**src/rtl/mem_arbiter.sv**
```systemverilog
// Two-port (fetch / data) arbiter and sequencer in front of a single-port memory.
// Each grant runs IDLE -> ACCESS -> DONE: one mem_en_o pulse, then a one-cycle ack.
module mem_arbiter #(
   parameter int WORD_SIZE = 32,
   parameter int MEM_SIZE  = 1024
) (
   input  logic                 clk_i,
   input  logic                 rst_i,
   input  logic                 if_req_i,
   input  logic [WORD_SIZE-1:0] if_addr_i,
   output logic                 if_ack_o,
   output logic [WORD_SIZE-1:0] if_rdata_o,
   output logic                 if_err_o,
   input  logic                 d_req_i,
   input  logic                 d_we_i,
   input  logic [WORD_SIZE-1:0] d_addr_i,
   input  logic [WORD_SIZE-1:0] d_wdata_i,
   output logic                 d_ack_o,
   output logic [WORD_SIZE-1:0] d_rdata_o,
   output logic                 d_err_o,
   output logic                 mem_en_o,
   output logic                 mem_read_o,
   output logic                 mem_write_o,
   output logic [WORD_SIZE-1:0] mem_addr_base_o,
   output logic [WORD_SIZE-1:0] mem_addr_offset_o,
   output logic [WORD_SIZE-1:0] mem_wdata_o,
   input  logic [WORD_SIZE-1:0] mem_rdata_i,
   output logic                 busy_o,
   output logic                 grant_o
);

   typedef enum logic [1:0] {
      S_IDLE   = 2'd0,
      S_ACCESS = 2'd1,
      S_DONE   = 2'd2
   } state_t;

   state_t                 r_state;
   state_t                 w_next;
   logic                   r_last_grant;
   logic                   r_err;
   logic                   r_grant;
   logic                   r_read;
   logic                   r_write;
   logic [WORD_SIZE-1:0]   r_addr;
   logic [WORD_SIZE-1:0]   r_wdata;
   logic                   r_if_ack;
   logic                   r_if_err;
   logic [WORD_SIZE-1:0]   r_if_rdata;
   logic                   r_d_ack;
   logic                   r_d_err;
   logic [WORD_SIZE-1:0]   r_d_rdata;
   logic                   w_any_req;
   logic                   w_sel_data;
   logic [WORD_SIZE-1:0]   w_addr;
   logic [WORD_SIZE-1:0]   w_cap_data;

   // On a tie the data port wins only if fetch was served last.
   always_comb begin
      w_any_req  = if_req_i | d_req_i;
      w_sel_data = d_req_i & (~if_req_i | ~r_last_grant);
      w_addr     = w_sel_data ? d_addr_i : if_addr_i;
      w_cap_data = (r_err | r_write) ? '0 : mem_rdata_i;
   end

   always_comb begin
      w_next = r_state;
      case (r_state)
         S_IDLE:   if (w_any_req) w_next = S_ACCESS;
         S_ACCESS: w_next = S_DONE;
         S_DONE:   w_next = S_IDLE;
         default:  w_next = S_IDLE;
      endcase
   end

   always_ff @(posedge clk_i) begin
      if (rst_i) r_state <= S_IDLE;
      else       r_state <= w_next;
   end

   always_ff @(posedge clk_i) begin
      if (rst_i) begin
         r_last_grant <= 1'b1;
         r_err        <= 1'b0;
         r_grant      <= 1'b0;
         r_read       <= 1'b0;
         r_write      <= 1'b0;
         r_addr       <= '0;
         r_wdata      <= '0;
         r_if_ack     <= 1'b0;
         r_if_err     <= 1'b0;
         r_if_rdata   <= '0;
         r_d_ack      <= 1'b0;
         r_d_err      <= 1'b0;
         r_d_rdata    <= '0;
      end else begin
         case (r_state)
            S_IDLE: begin
               if (w_any_req) begin
                  r_grant      <= w_sel_data;
                  r_last_grant <= w_sel_data;
                  r_addr       <= w_addr;
                  r_read       <= w_sel_data ? ~d_we_i : 1'b1;
                  r_write      <= w_sel_data ? d_we_i : 1'b0;
                  r_wdata      <= w_sel_data ? d_wdata_i : '0;
                  r_err        <= (w_addr >= WORD_SIZE'(MEM_SIZE));
               end
            end
            // Result registers load on the edge ending ACCESS so they are valid in DONE.
            S_ACCESS: begin
               if (r_grant) begin
                  r_d_ack   <= 1'b1;
                  r_d_err   <= r_err;
                  r_d_rdata <= w_cap_data;
               end else begin
                  r_if_ack   <= 1'b1;
                  r_if_err   <= r_err;
                  r_if_rdata <= w_cap_data;
               end
            end
            S_DONE: begin
               r_if_ack   <= 1'b0;
               r_if_err   <= 1'b0;
               r_if_rdata <= '0;
               r_d_ack    <= 1'b0;
               r_d_err    <= 1'b0;
               r_d_rdata  <= '0;
               r_read     <= 1'b0;
               r_write    <= 1'b0;
               r_addr     <= '0;
               r_wdata    <= '0;
               r_err      <= 1'b0;
            end
            default: ;
         endcase
      end
   end

   assign mem_en_o          = (r_state == S_ACCESS) & ~r_err;
   assign mem_read_o        = r_read;
   assign mem_write_o       = r_write;
   assign mem_addr_base_o   = r_addr;
   assign mem_addr_offset_o = '0;
   assign mem_wdata_o       = r_wdata;
   assign busy_o            = (r_state != S_IDLE);
   assign grant_o           = r_grant;
   assign if_ack_o          = r_if_ack;
   assign if_err_o          = r_if_err;
   assign if_rdata_o        = r_if_rdata;
   assign d_ack_o           = r_d_ack;
   assign d_err_o           = r_d_err;
   assign d_rdata_o         = r_d_rdata;

endmodule

```
**config.mk**
```make
export PLATFORM = sky130hd
export DESIGN_NAME = mem_arbiter
export DESIGN_NICKNAME = d
export VERILOG_FILES = /design/src/rtl/mem_arbiter.sv
export SDC_FILE = /design/constraint.sdc
export NUM_CORES = 1
export LEC_CHECK = 0
export ABC_CLOCK_PERIOD_IN_PS = 3300
export BUFFER_PORTS_ARGS = -buffer_cell sky130_fd_sc_hd__buf_4
export CAP_MARGIN = 10
export CORE_AREA = 4 4 115 117
export CTS_BUF_LIST = sky130_fd_sc_hd__clkbuf_4
export DETAILED_ROUTE_END_ITERATION = 16
export DIE_AREA = 0 0 119 121
export PLACE_DENSITY = 0.84
export SETUP_SLACK_MARGIN = 0.02
export SLEW_MARGIN = 20
export SYNTH_ARGS = -nofsm -noshare
export SYNTH_HDL_FRONTEND = slang
export SYNTH_SLANG_ARGS = --single-unit
```
**constraint.sdc**
```tcl
create_clock -name clk_i -period 3.3 [get_ports clk_i]
set_input_delay 0.66 -clock clk_i [delete_from_list [all_inputs] [get_ports clk_i]]
set_output_delay 0.66 -clock clk_i [all_outputs]
set_load 0.05 [all_outputs]
```
==> results.md <==
- Crit. End Element: output pin
- Core Area: 12,400 um2
- Max Freq: 482 MHz
- Worst-margin pin slew: ~0.97 ns
- Setup CP Type: reg -> out
- Final WS setup: ~1.2 ns
- Top FF cell, synth: dfxtp_1
- Synth area leader: dfxtp_1
- Switching Share: 35.3%
- Syn avg cell area: 9.50 um2
- Fin. max-slew vios: 0
- Clock skew: 0.0196 ns
- Initial core utilization: 43.2%
- CP Launch Type: register
- Fin util: 61.5%
- Die width: 119 um
- WP data arrival: ~1.4 ns
- Mapped Cells: 562
- Count leader, synth: dfxtp_1
- DRT antenna net count: 0
- Post-synthesis sequential area ratio: around 52%
- Synth area leaders: dfxtp_1 52%, nand3_1 7.5%, mux2i_1 6.0%
- Setup Fix Bufs, Post-CTS: 0
- Pre-CTS WS: 1.07 ns
- FF+latch count, synth: around 140
- Routed WL per cell: around 17 um
- Pint: roughly 2500 uW
- Clock power share: 25.9%
- Dpl cell area: 7350 um2
- DRC: 0
- Yosys top cell area share: 52.1%
- Mapped cell area: 5340 um2
- GPL Wtd Cong: between 0.9 and 1
- Hold_buf cts: 0
- Slew margin rel.: 35.2%
- Layout cells sized above 1: ~40%
- Initial antenna violation count: 0
- Fill cells: 1,074
- P&R area growth vs syn: 42.3%
- # rows: around 40
- Non-Filler Instances: ~1,000
- Routed wire length: 17,000 um
- Maximum root-to-sink buffer count: 2
- Largest net degree at the start of global routing: 64
- H-tree depth: 4
- # setup viols final: 0
- Nets@finish: approximately 950
- # clock sinks: around 140
- Setup TNS: 0 ns
- Ys async rst share: 0%
- DR pass1 iterations: 5
- Max-cap viol count: 0
- Sw power: 1340 uW
- Initial DRC count: 379
- Unrepaired setup endpoints after global routing: no
- Total CTS buffers: 17
- Worst-Skew Late Latency: 0.53 ns
- Hold WC Path Type: in -> reg
- Number of placed cells counting well taps: 967
- Leading cell types by count after synthesis: 139 x dfxtp_1, 80 x nand3_1, 49 x a21oi_1
- Seq pwr share: between 40% and 50%
- Post-layout instance area: 7600 um2
- Die Footprint: 14,400 um2
- Overall Global Routing Usage: 22.4%
- Total number of vias: 5,124
- Comb power frac: a little over a quarter
- Synth Warn #: 0
- CP Max Fanout: 4
- Die H: roughly 120 um
- Hold Vio Cnt, Final: 0
- Leak: between 0.003 and 0.004 uW
- WP data required: 2.64 ns
- EDFF count, synth: 0
- Clock-pin slew on the worst setup and hold paths: 0.12 ns
- # IOs: 302
- Vias in the first global route: 4,849
- Worst vdd ir: 0.267 mV
- Period Utilization, post-route: a little over three fifths
- First-pass GRT wire length: 25,700 um
- TritonCTS clock tree: yes
- Cts repair resizes: 0
- Global route overflow: 0
- PwrDens: 501 nW/um2
- Netlist cell types: 31
- Root Buffer: clkbuf_4
- Run status: finished, final reports clean
- DP Wirelength: 12,700 um
- Port Buffers: 269
- Period minus WS final: 2.07 ns
- Vias/cell: 5.12
cell type report:
class                      instances  area [um2]  area share, %
timing repair buffer             281        2110           27.8
inverter                           2        7.51         0.0988
clock inverter                    13         104           1.37
tap                              172         215           2.83
multi-input combinational        373        2240           29.4
antenna                            1        2.50         0.0329
sequential                       139        2780           36.6
clock buffer                      19         143           1.88
cells in the final DEF (no fill, tap or decap), drive strengths merged, types with 2 or more instances in the layout:
cell type | synthesis | layout
mux2i | 32 | 32
nor4 | 5 | 5
a22o | 32 | 32
clkinv | 0 | 9
nor3 | 3 | 3
clkinvlp | 0 | 3
or4 | 4 | 4
a21oi | 49 | 49
a32o | 21 | 21
nand2 | 48 | 48
nor2b | 3 | 3
dfxtp | 139 | 139
a31oi | 3 | 3
o21ai | 33 | 33
nor2 | 16 | 16
nand4 | 2 | 2
clkbuf | 20 | 19
nand2b | 4 | 4
inv | 2 | 2
nand3 | 80 | 80
buf | 59 | 281
conb | 1 | 32
metal layers:
metal	routed length [um]	GRT usage, %	vias up	part of all wire [%]
met3	1200	5.59	48	7.0
met1	6740	27.4	2368	40
li1	-	-	2462	-
met4	567	10.1	0	3.3
met5	0	0	-	0
met2	8500	37.2	246	50
critical path, stage by stage (launching register included):
cell and delay [ns]:
dfxtp_1 0.38, nand2b_1 0.20, nor2_1 0.11, buf_4 0.21
cells by family after synthesis:
kind of cell	synth area share [%]
and+or+nand+nor	14.9
AOI/OAI and AO/OA	18.1
DFF	52.1
buffers and inverters	8.81
muxes	6.00
other	0.0702
per-stage QoR:
step	hold slack (ns)	total power (uW)
global route	0.273	3970
CTS	0.282	3830
global placement	0.437	2840
detailed placement	0.443	2850
floorplan	0.471	2520
finish	0.336	3800
power by group through the flow:
stage                     sequential [uW]  combinational, uW  clock, uW
after floorplan                      2160                364          0
after global placement               1860                986          0
after detailed placement             1860                994          0
after CTS                            1820                995       1020
after global routing                 1840               1050       1090
final                                1820                996        986
worst paths after layout:
check | slack, ns | cells after the start | start | end
hold / removal | 0.34 | 2 | d_wdata_i[12] | mem_wdata_o[12]$_SDFFE_PP0P_
setup reg to reg | 1.32 | 5 | r_state[0]$_SDFFE_PP0P_ | mem_wdata_o[10]$_SDFFE_PP0P_
setup / recovery | 1.23 | 3 | r_state[1]$_SDFFE_PP0P_ | mem_en_o
hold reg to reg | 0.46 | 2 | d_rdata_o[11]$_SDFFE_PP0P_ | d_rdata_o[11]$_SDFFE_PP0P_
flip-flops by register name, summed over array words and instances (netlist names), 2 cells and up:
| signal | count |
|---|---|
| if_rdata_o | 32 |
| mem_wdata_o | 32 |
| mem_addr_base_o | 32 |
| r_state | 2 |
| d_rdata_o | 32 |
Note: power is estimated with default switching activity, not from simulation.
